`config.mk`:
```
export PLATFORM = sky130hd
export DESIGN_NAME = fifo_axis_reader
export DESIGN_NICKNAME = d
export VERILOG_FILES = /design/src/rtl/fifo_axis_reader.sv
export SDC_FILE = /design/constraint.sdc
export NUM_CORES = 1
export LEC_CHECK = 0
export BUFFER_PORTS_ARGS = -buffer_cell sky130_fd_sc_hd__clkbuf_2
export CORE_ASPECT_RATIO = 0.8
export CORE_MARGIN = 5
export CORE_UTILIZATION = 54
export CTS_CLUSTER_DIAMETER = 150
export CTS_CLUSTER_SIZE = 16
export DETAILED_ROUTE_END_ITERATION = 12
export GPL_ROUTABILITY_DRIVEN = 1
export PLACE_DENSITY = 0.89
export SLEW_MARGIN = 40
export SYNTH_ARGS = -nofsm -noshare
export SYNTH_HDL_FRONTEND = slang
export SYNTH_SLANG_ARGS = --single-unit
```
`constraint.sdc`:
```
create_clock -name clk -period 2.8 [get_ports clk]
set_input_delay 0.14 -clock clk [delete_from_list [all_inputs] [get_ports clk]]
set_output_delay 0.14 -clock clk [all_outputs]
set_load 0.01 [all_outputs]
```
`src/rtl/fifo_axis_reader.sv`:
```
// Drains a show-ahead FIFO of {last, keep, data} words onto an AXI-Stream master
// through a two-entry head/skid buffer, with whole-packet flush and statistics.
module fifo_axis_reader #(
    parameter int DATA_WIDTH = 64,
    parameter int KEEP_WIDTH = DATA_WIDTH / 8,
    parameter int CNT_WIDTH  = 32
) (
    input  logic                             clk,
    input  logic                             rst_n,
    input  logic [DATA_WIDTH+KEEP_WIDTH:0]   fifo_data,
    input  logic                             fifo_empty,
    output logic                             fifo_rd_en,
    output logic [DATA_WIDTH-1:0]            m_axis_tdata,
    output logic [KEEP_WIDTH-1:0]            m_axis_tkeep,
    output logic                             m_axis_tlast,
    output logic                             m_axis_tvalid,
    input  logic                             m_axis_tready,
    input  logic                             flush,
    output logic                             dropping,
    output logic [CNT_WIDTH-1:0]             pkt_count,
    output logic [CNT_WIDTH-1:0]             word_count,
    output logic [CNT_WIDTH-1:0]             drop_count
);

    localparam int WORD_W = DATA_WIDTH + KEEP_WIDTH + 1;
    localparam logic [CNT_WIDTH-1:0] CNT_ONE = {{(CNT_WIDTH-1){1'b0}}, 1'b1};

    typedef enum logic [0:0] {
        ST_PASS = 1'b0,
        ST_DROP = 1'b1
    } state_t;

    state_t              r_state;
    logic                r_flush_pending;
    logic                r_in_pkt;
    logic [WORD_W-1:0]   r_head;
    logic [WORD_W-1:0]   r_skid;
    logic                r_head_valid;
    logic                r_skid_valid;
    logic [CNT_WIDTH-1:0] r_pkt_count;
    logic [CNT_WIDTH-1:0] r_word_count;
    logic [CNT_WIDTH-1:0] r_drop_count;

    logic [1:0]          w_occ;
    logic                w_accept;
    logic                w_drop;
    logic                w_pop;
    logic                w_keep;
    logic                w_last_in;
    logic                w_head_free;

    // Pop/keep decisions; a pending flush outside a packet already discards the word popped now.
    always_comb begin
        w_occ       = {1'b0, r_head_valid} + {1'b0, r_skid_valid};
        w_accept    = r_head_valid & m_axis_tready;
        w_drop      = (r_state == ST_DROP) | (r_flush_pending & ~r_in_pkt);
        w_last_in   = fifo_data[WORD_W-1];
        w_head_free = ~r_head_valid | w_accept;
        if (!rst_n || fifo_empty) begin
            w_pop = 1'b0;
        end else if ((r_state == ST_DROP) || (w_occ < 2'd2) || w_accept) begin
            w_pop = 1'b1;
        end else begin
            w_pop = 1'b0;
        end
        w_keep = w_pop & ~w_drop;
    end

    // Head/skid output buffer; skid refills the head whenever the head is consumed.
    always_ff @(posedge clk or negedge rst_n) begin
        if (!rst_n) begin
            r_head       <= '0;
            r_skid       <= '0;
            r_head_valid <= 1'b0;
            r_skid_valid <= 1'b0;
        end else if (w_head_free) begin
            if (r_skid_valid) begin
                r_head       <= r_skid;
                r_head_valid <= 1'b1;
                r_skid       <= fifo_data;
                r_skid_valid <= w_keep;
            end else begin
                r_head       <= fifo_data;
                r_head_valid <= w_keep;
            end
        end else if (w_keep) begin
            r_skid       <= fifo_data;
            r_skid_valid <= 1'b1;
        end else begin
            r_skid_valid <= r_skid_valid;
        end
    end

    // Packet tracking, flush arming and PASS/DROP state.
    always_ff @(posedge clk or negedge rst_n) begin
        if (!rst_n) begin
            r_state         <= ST_PASS;
            r_flush_pending <= 1'b0;
            r_in_pkt        <= 1'b0;
        end else begin
            if (w_pop) begin
                r_in_pkt <= ~w_last_in;
            end else begin
                r_in_pkt <= r_in_pkt;
            end
            if ((r_state == ST_PASS) && w_drop) begin
                r_flush_pending <= 1'b0;
            end else if (flush && (r_state == ST_PASS) && !r_flush_pending) begin
                r_flush_pending <= 1'b1;
            end else begin
                r_flush_pending <= r_flush_pending;
            end
            case (r_state)
                ST_PASS: begin
                    if (w_drop && !(w_pop && w_last_in)) begin
                        r_state <= ST_DROP;
                    end else begin
                        r_state <= ST_PASS;
                    end
                end
                ST_DROP: begin
                    if (w_pop && w_last_in) begin
                        r_state <= ST_PASS;
                    end else begin
                        r_state <= ST_DROP;
                    end
                end
                default: r_state <= ST_PASS;
            endcase
        end
    end

    // Statistics counters, free-running modulo 2^CNT_WIDTH.
    always_ff @(posedge clk or negedge rst_n) begin
        if (!rst_n) begin
            r_pkt_count  <= '0;
            r_word_count <= '0;
            r_drop_count <= '0;
        end else begin
            if (w_accept) begin
                r_word_count <= r_word_count + CNT_ONE;
            end else begin
                r_word_count <= r_word_count;
            end
            if (w_accept && r_head[WORD_W-1]) begin
                r_pkt_count <= r_pkt_count + CNT_ONE;
            end else begin
                r_pkt_count <= r_pkt_count;
            end
            if (w_pop && w_drop) begin
                r_drop_count <= r_drop_count + CNT_ONE;
            end else begin
                r_drop_count <= r_drop_count;
            end
        end
    end

    assign fifo_rd_en    = w_pop;
    assign m_axis_tdata  = r_head[DATA_WIDTH-1:0];
    assign m_axis_tkeep  = r_head[DATA_WIDTH+KEEP_WIDTH-1:DATA_WIDTH];
    assign m_axis_tlast  = r_head[WORD_W-1];
    assign m_axis_tvalid = r_head_valid;
    assign dropping      = (r_state == ST_DROP);
    assign pkt_count     = r_pkt_count;
    assign word_count    = r_word_count;
    assign drop_count    = r_drop_count;

endmodule

```
# Word level (Yosys, flattened, before mapping)
# Cells that the tools add are included.
# op_classes
add_sub_neg	4
order_cmp	1
eq_ne	1
muxes	15
bitwise_logic	10
reduce_logical	16
# ops
operator	count
two-way mux 73 bit	4
adder 32 x 1 -> 32 bit (second input constant)	3
two-way mux 1 bit	10
logical AND 1 bit	7
inverter 1 bit	5
nonzero test 2 bit	2
bitwise AND 1 bit	3
zero test 1 bit	3
logical OR 1 bit	3
adder 1 x 1 -> 2 bit	1
< comparator 2 bit (second input constant)	1
!= test 2 bit (second input constant)	1
OR 1 bit	2
one-hot mux 1 bit (2 select lines)	1
AND reduction 2 bit	1
# word_totals
regBits	247
in_bits	78
output_inout_bits	172
elab_cells	57

# Longest topological paths before layout
# Gate-level depths: netlist (run 1).
# depth
word_depth	11
ltp_mapped	7
depth_no_buf	6

# Least setup slack after synthesis (run 1)
# OpenSTA, ideal clock, no wires.
# synth_path
path_kind	register -> register
from	reg r_word_count[5] (netlist: word_count[5])
to	reg r_word_count[31] (netlist: word_count[31])
setup_ps	79
t_arrival_ps	2034
required_time_ps	2721
setup_slack_ps	687
path_stages_with_launch	8
n_path_buf	2
synth_period_minus_slack_ps	2113
path_cell_list	dfrtp_1 -> nand3_2 -> or3_1 -> buf_2 -> or4b_1 -> buf_2 -> nor4_4 -> xor2_1
# synth_between
elab_chain_len	1
# synth_rtl
element	line	source
start, declared	41	logic [CNT_WIDTH-1:0] r_word_count;
start signal, assigned	141	r_word_count <= r_word_count + CNT_ONE;
start signal, assigned	143	r_word_count <= r_word_count;
adder 32 x 1 -> 32 bit	141	
# Every way passes these cells.
# A chain may end at the register's enable or synchronous reset.

# Worst setup path in the final report (run 1)
# layout_path
from	reg r_skid_valid
to	reg r_drop_count[25] (netlist: drop_count[25])
# layout_between
elab_chain_len	7
# layout_rtl
element	line	source
start, declared	39	logic r_skid_valid;
start signal, assigned	81	r_skid_valid <= w_keep;
start signal, assigned	90	r_skid_valid <= r_skid_valid;
adder 1 x 1 -> 2 bit	54	w_occ = {1'b0, r_head_valid} + {1'b0, r_skid_valid};
< comparator 2 bit	61	end else if ((r_state == ST_DROP) || (w_occ < 2'd2) || w_accept) begin
logical OR 1 bit (2 in a row)	61	
two-way mux 1 bit	61	
two-way mux 1 bit	59	if (!rst_n || fifo_empty) begin
logical AND 1 bit	150	if (w_pop && w_drop) begin
end signal, assigned	151	r_drop_count <= r_drop_count + CNT_ONE;
end signal, assigned	153	r_drop_count <= r_drop_count;
end, declared	42	logic [CNT_WIDTH-1:0] r_drop_count;
# Every way passes these cells.

==> results.md, run 1 <==
* Final HPWL DP at between 15,000 and 20,000 µm
* Layout cells sized above 1 at between 30% and 40%
* Setup Viol. Count Final at 0
* Starting DRT DRC Count at a little over 700
* CTS Sinks at 247
* Worst r2r src: r_skid_valid$_DFFE_PN0P_
* Share of power burned in registers at 54.3%
* Syn Inst Count at 883
* Post-Synth Adder-Cell Area at less than 1%
* Static Leakage at 0.006138 µW
* CP startpoint: r_skid_valid$_DFFE_PN0P_
* Slew Viols, Final at 0
* Worst clock skew at roughly 0.013 ns
* Worst skew pair latency at 0.49 ns
* Worst Setup End Kind: register
* Slew of the pin with the lowest slew margin at 0.7970 ns
* Total grt overflow at 0
* Routed Antenna Nets at 0
* DR pass1 iterations at 5
* CTS clk-pin slew, worst paths at 0.07 ns
* Clock power share at a little over a quarter
* CP Max Fanout at 23
* Outcome: completed
* Routed wire length at 26,690 µm
* Most instantiated cells after synthesis: 247 x dfrtp_1, 109 x nand2_1, 76 x mux2_2, 73 x mux2i_1, 73 x o21ai_0
* Final setup margin at about 0.46 ns
* Max-cap viol count at 0
* Vias at 7,959
* Die Wd at approximately 170 µm
* FP Rows at 45
* Switch Pwr at 2544 µW
* RSZ-0062 raised after global routing: false
* Synthesis-to-finish area growth at 27.19%
* Mean Syn Cell Area at roughly 12 µm²
* Setup TNS at 0 ns
* Synth unique cells at 34
* Worst setup endpoint: drop_count[25]$_DFFE_PN0P_
* Synth Flop Type: dfrtp_1
* Routability Congestion at between 0.8 and 0.9
* H-tree depth at 1
* Max IR drop VDD at around 0.44 mV
* Main combinational cell family by area after synthesis: multiplexers
* Tcrit/Tclk final at between 80% and 90%
* Post-synthesis xor/xnor area fraction at under 10%
* DR WL/cell at about 18 µm
* Post-route DRC at 0
* Sw Ratio at between 20% and 30%
* Top cell type's share of synthesized area at roughly three fifths
* Starting Density at between 50 and 60%
* Largest net degree at the start of global routing at around 120
* Logic gate share of total power at between 10% and 20%
* FILL cells at between 1,000 and 1,500
* DIE AREA at 0.02229 mm²
* Maximum clock path buffer count at 3
* WP data required at roughly 3.2 ns
* Compound-gate portion of the synthesized area at 4.015%
* P_int at about 6500 µW
* Worst Setup Start Kind: register
* Post-synth ARST share at 100.0%
* Setup WS pre-CTS at between 0.4 and 0.5 ns
* Synth warn at 0
* Die span in y at approximately 130 µm
* Power Dens Cells at 678.3 mW/mm²
* Final hold violations at 0
* Worst Path Arrival at ~2.8 ns
* Synth Area in Simple Gates at approximately 11%
* Sequential area share after synthesis at between 50% and 60%
* Layout Nets at between 1,000 and 1,500
* Vias per cell at 5.444
* Vias in the first global route at between 8,000 and 9,000
* Port Buf Inserts at around 250
* Gr usage total at 23.71%
* Tightest Hold Check Type: in -> reg
* Area of the mapped netlist at 0.01047 mm²
* Crit path kind: reg -> reg
* Fmax at 426.7 MHz
* R2r endpoint: drop_count[25]$_DFFE_PN0P_
* R2r setup slk at about 0.46 ns
* Post-CTS Setup Inserts at 0
* Syn nets at 964
* Rel. slew slack at 46.86%
* CTS tree: yes
* IO Pins at 250
* Diode count at 0
* First-pass GRT wire length at ~44,000 µm
* Post-synth top area cell: dfrtp_1
* Multiplexer share of the synthesized area at approximately 15%
* Number of synthesized register bits at approximately 250
* Most numerous cell in the Yosys netlist: dfrtp_1
* Clk root buf: clkbuf_16
* Initial antenna violation count at 0
* CORE AREA at roughly 0.019 mm²
* Post-synth EDFFs at 0
* Dominant cells by area after synthesis: dfrtp_1 59%, mux2_2 8.2%, mux2i_1 7.0%, xnor2_1 4.3%, nand2_1 3.9%
* Reg2reg path depth at 5
* Min Tclk post-route at 2.344 ns
* CTS Buf Count at 19
sequential cells by signal (all words and copies together), names as in the netlist:
name	cells
r_head	73
r_skid	73
drop_count	32
pkt_count	32
word_count	32
dropping	1
m_axis_tvalid	1
r_flush_pending	1
r_in_pkt	1
r_skid_valid	1
kinds of logic after synthesis:
family,Yosys count
buffers and inverters,58
multiplexers,149
AO/OA/AOI/OAI,80
AND/OR/NAND/NOR,253
adder cells (fa/ha/maj),3
XOR/XNOR,93
flip-flops,247
stage by stage:
step / cells / hold WS [ns] / util [%] / cell area, µm² / total power (µW)
after CTS: 1462 / 0.08611 / 69.94 / 13310 / 9026
after floorplan: 883 / -0.1556 / - / 10470 / 5790
after global routing: 1462 / 0.1321 / 69.97 / 13320 / 9475
after detailed placement: 1365 / 0.2249 / 63.37 / 12060 / 6525
final: 1462 / 0.08964 / 69.97 / 13320 / 9033
after global placement: 1364 / 0.3801 / 63.19 / 12030 / 6385
worst max-delay path: stages, from the launching register on:
cell and delay [ns]:
dfrtp_4 0.64, and4bb_2 0.34, a211oi_4 0.21, nand4_1 0.42
nor4_1 0.44, xor2_1 0.19
power by group through the flow:
stage | Sequential [µW] | Combinational, µW | Clock, µW
floorplan | 4910 | 882 | 0
detailed placement | 4930 | 1600 | 0
finish | 4910 | 1700 | 2430
global route | 4990 | 1860 | 2620
global placement | 4880 | 1500 | 0
CTS | 4870 | 1690 | 2470
worst min path at each step:
stage	startpoint	to	slack [ns]	depth (start not counted)
floorplan	rst_n	drop_count[0]$_DFFE_PN0P_	-0.16	0
global placement	fifo_data[72]	r_in_pkt$_DFFE_PN0P_	0.38	2
detailed placement	rst_n	drop_count[6]$_DFFE_PN0P_	0.22	2
CTS	m_axis_tready	r_skid_valid$_DFFE_PN0P_	0.09	4
global route	m_axis_tready	r_skid_valid$_DFFE_PN0P_	0.13	4
finish	m_axis_tready	r_skid_valid$_DFFE_PN0P_	0.09	4
placed cells by master (no fill, tap or decap), types with 4 or more instances in the layout:
cell / netlist / routed
clkbuf_2: 0 / 248
and2_1: 4 / 4
dfrtp_1: 247 / 246
xor2_1: 41 / 41
mux2i_1: 73 / 73
o21ai_0: 73 / 73
xnor2_1: 52 / 52
mux2_2: 76 / 76
nor3_1: 29 / 29
nand4_1: 18 / 18
buf_4: 0 / 7
nor4_1: 10 / 9
and3_1: 4 / 4
nand2_1: 109 / 109
nor2_1: 29 / 29
dlygate4sd3_1: 0 / 75
clkbuf_16: 0 / 19
inv_1: 21 / 21
a21oi_1: 4 / 4
nand3_1: 32 / 32
cell type report:
class / count / area (µm²) / share of cell area, %
Clock buffer: 20 / 479.2 / 3.599
Clock inverter: 2 / 20.02 / 0.1503
Inverter: 21 / 78.83 / 0.5919
Multi-Input combinational cell: 578 / 4081 / 30.65
Sequential cell: 247 / 6185 / 46.44
Tap cell: 258 / 322.8 / 2.424
Timing Repair Buffer: 336 / 2150 / 16.14
layer usage:
metal / track usage, % / vias up / wire length [µm]
li1: - / 3644 / -
met1: 30.58 / 3901 / 10720
met3: 5.502 / 59 / 2041
met4: 5.634 / 0 / 619
met2: 41.25 / 355 / 13310
met5: 0 / - / 0
timing repair:
| item | 4_1_cts | 5_1_grt |
|---|---|---|
| hold buffers | 75 | 0 |
| resized for setup | 0 | 0 |
| endpoints found under the hold margin | 309 | 0 |
Note: power is estimated with default switching activity, not from simulation.
==> run 2, diff against run 1 <==
clock period = 2.35 ns   (was 2.8 ns; I/O delays follow)
==> run 2 against run 1 <==
  * Highest routed layer unchanged
  * Critical path type unchanged
  * Final cell count grew 0.27%
  * Critical endpoint is now word_count[25]$_DFFE_PN0P_
  * Worst setup slack lost 0.33 ns
  * Via count down 0.74%
  * Power grew 19%
==> results.md, run 2 (same netlist as run 1, synthesis figures left out) <==
* Post-route DRC at 0 (unchanged)
* Setup Viol. Count Final at 0 (unchanged)
* Tcrit/Tclk final at 94.54% (+11 points)
* Vias per cell at 5.389 (-1.0%)
* Clk root buf: clkbuf_16
* Tightest Hold Check Type: in -> reg
* Vias at 7,900 (-0.74%)
* Maximum clock path buffer count at 3 (unchanged)
* CTS Sinks at 247 (unchanged)
* Starting Density at 55.02% (unchanged)
* DR pass1 iterations at 5 (unchanged)
* Die span in y at 134.5 µm (unchanged)
* Worst r2r src: word_count[5]$_DFFE_PN0P_
* Gr usage total at 23.29% (-0.42 points)
* Worst hold slack at 0.06229 ns (-0.02735 ns)
* CP Max Fanout at 7 (-70%)
* Static Leakage at 0.006164 µW (+0.44%)
* Port Buf Inserts at 249 (unchanged)
* Outcome: completed
* Post-CTS Setup Inserts at 0 (unchanged)
* Final hold violations at 0 (unchanged)
* Worst skew pair latency at 0.49 ns (about the same)
* Total power draw at 10,750 µW (+19%)
* Startpoint of the worst hold path: m_axis_tready
* WP data required at 2.75 ns (-0.45 ns)
* CTS Buf Count at 19 (unchanged)
* Layout Nets at 1,288 (+0.31%)
* CP startpoint: word_count[5]$_DFFE_PN0P_
* Routability Congestion at 0.8550 (+0.55%)
* IO Pins at 250 (unchanged)
* Fmax at 450.1 MHz (+5.5%)
* Routed Antenna Nets at 0 (unchanged)
* Min Tclk post-route at 2.222 ns (-0.1221 ns)
* Biggest regs: r_head: 73 flops, r_skid: 73 flops
* Slew Viols, Final at 0 (unchanged)
* Routed wire length at 26,220 µm (-1.8%)
* Largest net degree at the start of global routing at 107 (-13%)
* FP Rows at 45 (unchanged)
* Worst Path Arrival at 2.62 ns (-0.13 ns)
* CTS tree: yes
* CTS clk-pin slew, worst paths at 0.07 ns (about the same)
* Synthesis-to-finish area growth at 27.61%
* H-tree depth at 1 (unchanged)
* DR WL/cell at 17.89 µm (-2.0%)
* Total grt overflow at 0 (unchanged)
* Slew of the pin with the lowest slew margin at 0.7905 ns (-0.006492 ns)
* Layout cells sized above 1 at 30.88% (+0.23 points)
* Rel. slew slack at 47.30% (+0.43 points)
* Max IR drop VDD at 0.6711 mV (+52%)
* Final HPWL DP at 17,330 µm (-0.31%)
* FILL cells at 1,339 (+1.3%)
* Reg area at 0.006185 mm² (unchanged)
* Met2 GRT Util at 40.28% (-0.97 points)
* Vias in the first global route at 8,198 (-1.8%)
* Starting DRT DRC Count at 577 (-19%)
* Diode count at 0 (unchanged)
* Max-cap viol count at 0 (unchanged)
* Power Dens Cells at 804.7 mW/mm² (+19%)
* DIE AREA at 0.02229 mm² (unchanged)
* M3 GR Usage at 6.585% (+1.1 points)
* Worst clock skew at 0.01433 ns (+0.001145 ns)
* Commonest cells after routing, fill and taps aside: 248 x clkbuf_2, 246 x dfrtp_1, 109 x nand2_1, 76 x mux2_2, 75 x dlygate4sd3_1
* Die Wd at 165.7 µm (unchanged)
* CORE AREA at 0.01903 mm² (unchanged)
* Worst Setup Start Kind: register
* Commonest non-fill, non-tap cell in the layout: clkbuf_2
* Crit path kind: reg -> reg
* Initial antenna violation count at 0 (unchanged)
* Worst Setup End Kind: register
* First-pass GRT wire length at 43,040 µm (-2.4%)
* Setup TNS at 0 ns (unchanged)
* RSZ-0062 raised after global routing: false
* Multi-input logic area at 0.004079 mm² (about the same)
* Gr busiest metal: met2
* Grt met1 use at 29.53% (-1.0 points)
run 2: cell type report:
type                            instances  share of cell area [%]
Tap cell                              258                   2.416
Multi-Input combinational cell        578                   30.53
Inverter                               21                  0.5900
Clock buffer                           20                   3.587
Clock inverter                          2                  0.1498
Sequential cell                       247                   46.29
Timing Repair Buffer                  340                   16.44
run 2: power breakdown:
group / leakage [µW] / switching [µW] / total (µW) / internal (µW)
sequential: 0.00300 / 628 / 5830 / 5200
combinational: 0.00291 / 959 / 2030 / 1070
clock: 0.000246 / 1430 / 2890 / 1460
run 2: repair_timing:
action,CTS,global route
hold buffers,75,0
resized for setup,0,1
setup endpoints to repair,0,4
hold endpoints to repair,289,0
run 2: routing by layer:
layer	share of wire, %	vias up
met4	2.5	0
met5	0	-
met1	40	3861
met2	50	315
li1	-	3668
met3	7.9	56
run 2: critical path: stages, from the launching register on:
cell and delay, ns:
dfrtp_1 0.46, nand3_2 0.12, or3_1 0.46, or4b_4 0.62
nor3_1 0.28, xor2_1 0.20
run 2: path summary, 6_finish.rpt:
path / to / slack [ns] / depth (start not counted)
setup / recovery: word_count[25]$_DFFE_PN0P_ / 0.13 / 5
hold / removal: r_skid_valid$_DFFE_PN0P_ / 0.06 / 4
setup reg to reg: word_count[25]$_DFFE_PN0P_ / 0.13 / 5
hold reg to reg: r_head[43]$_DFFE_PN0P_ / 0.48 / 2
max in group asynchronous: r_skid[46]$_DFFE_PN0P_ / 1.22 / 4
min in group asynchronous: drop_count[2]$_DFFE_PN0P_ / 0.30 / 3
run 2: metrics by stage:
step | util (%) | setup slack (ns) | area, µm² | std cells
final | 70.20 | 0.1284 | 13360 | 1466
after floorplan | - | 0.2369 | 10470 | 883
after detailed placement | 63.60 | 0.09855 | 12100 | 1369
after global placement | 63.41 | 0.2265 | 12070 | 1368
after CTS | 70.16 | 0.06116 | 13350 | 1466
after global routing | 70.20 | 0.02022 | 13360 | 1466
==> run 3, diff against run 2 <==
RECOVER_POWER = 100   (was not set)
==> run 3 against run 2 <==
  * The run now ends with capacitance limit, slew limit left
  * First-iteration DRC count shrank 14%
  * Critical path depth is the same
  * Combinational power shrank 4%
  * Highest routed layer unchanged
  * Sequential power is essentially flat
  * Utilization shrank 1.6 points
  * Power shrank 0.84%
  * Critical endpoint unchanged
==> results.md, run 3 (same netlist as run 1, synthesis figures left out) <==
* Outcome: complete, but fails checks
* Failing checks: capacitance limit, slew limit
* Fmax at 453.2 MHz (+0.67%)
* CORE AREA at 0.01903 mm² (unchanged)
* DR pass1 iterations at 5 (unchanged)
* Routed wire length at 26,390 µm (+0.64%)
* WP data required at 2.75 ns (about the same)
* Final setup margin at 0.1432 ns (+0.01488 ns)
* Gr usage total at 23.29% (unchanged)
* Starting Density at 55.02% (unchanged)
* Vias at 7,851 (-0.62%)
* Die Wd at 165.7 µm (unchanged)
* Crit-path slowest cell: or4b_4
* H-tree depth at 1 (unchanged)
* First-pass GRT wire length at 43,040 µm (unchanged)
* Synthesis-to-finish area growth at 24.68%
* Rel. slew slack at -3.746% (-51 points)
* Commonest cells after routing, fill and taps aside: 246 x dfrtp_1, 180 x clkbuf_1, 109 x nand2_1, 76 x clkbuf_2, 75 x dlygate4sd3_1
* FILL cells at 1,459 (+9.0%)
* Worst Path Arrival at 2.61 ns (about the same)
* Final HPWL DP at 17,330 µm (unchanged)
* Vias per cell at 5.355 (-0.62%)
* DR WL/cell at 18.00 µm (+0.64%)
* Multi-input logic area at 0.004051 mm² (-0.67%)
* R2r setup slk at 0.14 ns (about the same)
* CTS Buf Count at 19 (unchanged)
* Largest net degree at the start of global routing at 107 (unchanged)
* RSZ-0062 raised after global routing: false
* CP startpoint: word_count[5]$_DFFE_PN0P_
* Worst skew pair latency at 0.49 ns (about the same)
* Die span in y at 134.5 µm (unchanged)
* Reg2reg path depth at 5 (unchanged)
* Diode count at 0 (unchanged)
* Slew of the pin with the lowest slew margin at 1.556 ns (+0.7656 ns)
* R2r endpoint: word_count[25]$_DFFE_PN0P_
* Total grt overflow at 0 (unchanged)
* Final hold violations at 0 (unchanged)
* Initial antenna violation count at 0 (unchanged)
* Commonest non-fill, non-tap cell in the layout: dfrtp_1
* Layout Nets at 1,288 (unchanged)
* Worst clock skew at 0.01397 ns (-0.0003558 ns)
* FP Rows at 45 (unchanged)
* Routability Congestion at 0.8550 (unchanged)
* Max IR drop VDD at 0.6669 mV (-0.63%)
* Worst Setup Start Kind: register
* Tightest Hold Check Type: in -> reg
* Routed Antenna Nets at 0 (unchanged)
* Min Tclk post-route at 2.207 ns (-0.01488 ns)
* Post-CTS Setup Inserts at 0 (unchanged)
* Max-cap viol count at 1 (+1)
* CP Max Fanout at 7 (unchanged)
* Slew Viols, Final at 74 (+74)
* Starting DRT DRC Count at 497 (-14%)
* Biggest regs: r_head: 73 flops, r_skid: 73 flops
* Power Dens Cells at 816.6 mW/mm² (+1.5%)
* Layout cells sized above 1 at 15.65% (-15 points)
* CTS tree: yes
* Setup TNS at 0 ns (unchanged)
* Post-route DRC at 0 (unchanged)
* Clk root buf: clkbuf_16
* Crit path kind: reg -> reg
* Finished Layout Cells at 1,466 (unchanged)
* Finished Core Util at 68.59% (-1.6 points)
* Vias in the first global route at 8,198 (unchanged)
* Tcrit/Tclk final at 93.91% (-0.63 points)
* Setup Viol. Count Final at 0 (unchanged)
* Cells after DPL at 1,369 (unchanged)
* Crit-path cells: nand3_1 -> or3_1 -> or4b_4 -> nor3_1 -> xor2_1
* Worst r2r src: word_count[5]$_DFFE_PN0P_
* DIE AREA at 0.02229 mm² (unchanged)
* Port Buf Inserts at 249 (unchanged)
* CTS Sinks at 247 (unchanged)
* Total power draw at 10,660 µW (-0.84%)
* CTS clk-pin slew, worst paths at 0.07 ns (about the same)
* Setup WS pre-CTS at 0.09855 ns (unchanged)
* Worst setup endpoint: word_count[25]$_DFFE_PN0P_
* Worst Setup End Kind: register
* Maximum clock path buffer count at 3 (unchanged)
* IO Pins at 250 (unchanged)
* CP peak stage delay at 0.60 ns (-0.02 ns)
* Static Leakage at 0.005581 µW (-9.5%)
* Reg area at 0.006185 mm² (unchanged)
==> run 3: power by group <==
part / internal (µW) / switching, µW / leakage (µW)
Clock: 1460 / 1430 / 0.000246
Combinational: 982 / 958 / 0.00233
Sequential: 5200 / 627 / 0.00300
Total: 7640 / 3020 / 0.00558
==> run 3: layout make-up <==
cell class                 count  share of cell area (%)
sequential                   247                   47.38
multi-input combinational    578                   31.04
timing repair buffer         340                   14.68
clock buffer                  20                   3.671
tap                          258                   2.473
inverter                      21                  0.6039
clock inverter                 2                  0.1534
==> run 3: how the worst min path moves through the flow <==
stage / startpoint / endpoint / cells past startpoint
finish: m_axis_tready / r_skid_valid$_DFFE_PN0P_ / 4
global route: m_axis_tready / r_skid_valid$_DFFE_PN0P_ / 4
CTS: m_axis_tready / r_skid_valid$_DFFE_PN0P_ / 4
detailed placement: rst_n / m_axis_tvalid$_DFFE_PN0P_ / 2
global placement: fifo_data[72] / r_in_pkt$_DFFE_PN0P_ / 2
floorplan: rst_n / drop_count[0]$_DFFE_PN0P_ / 0
==> run 3: metal layers <==
metal	up-vias	part of all wire [%]	GRT usage (%)
met5	-	0	0
met4	0	2.4	5.405
met3	48	7.6	6.585
met2	279	49	40.28
met1	3860	41	29.53
li1	3664	-	-
==> run 3: critical path: cells and delay by family (launching register included) <==
family,cells,cell delay [ns]
and+or+nand+nor,4,1.48
xor gates and xnor gates,1,0.20
DFF,1,0.44
==> run 3: stage by stage <==
stage / hold slack, ns / cell area (µm²)
5_1_grt: 0.09822 / 13050
2_1_floorplan: -0.1781 / 10470
3_3_place_gp: 0.3650 / 12070
4_1_cts: 0.04581 / 13350
3_5_place_dp: 0.1760 / 12100
6_report: 0.05129 / 13050
==> run 3: what timing repair did <==
| item | in CTS | in global routing |
|---|---|---|
| endpoints found under the setup margin | 0 | 4 |
| hold buffers | 75 | 0 |
| hold endpoints to repair | 289 | 0 |
| resized for setup | 0 | 1 |
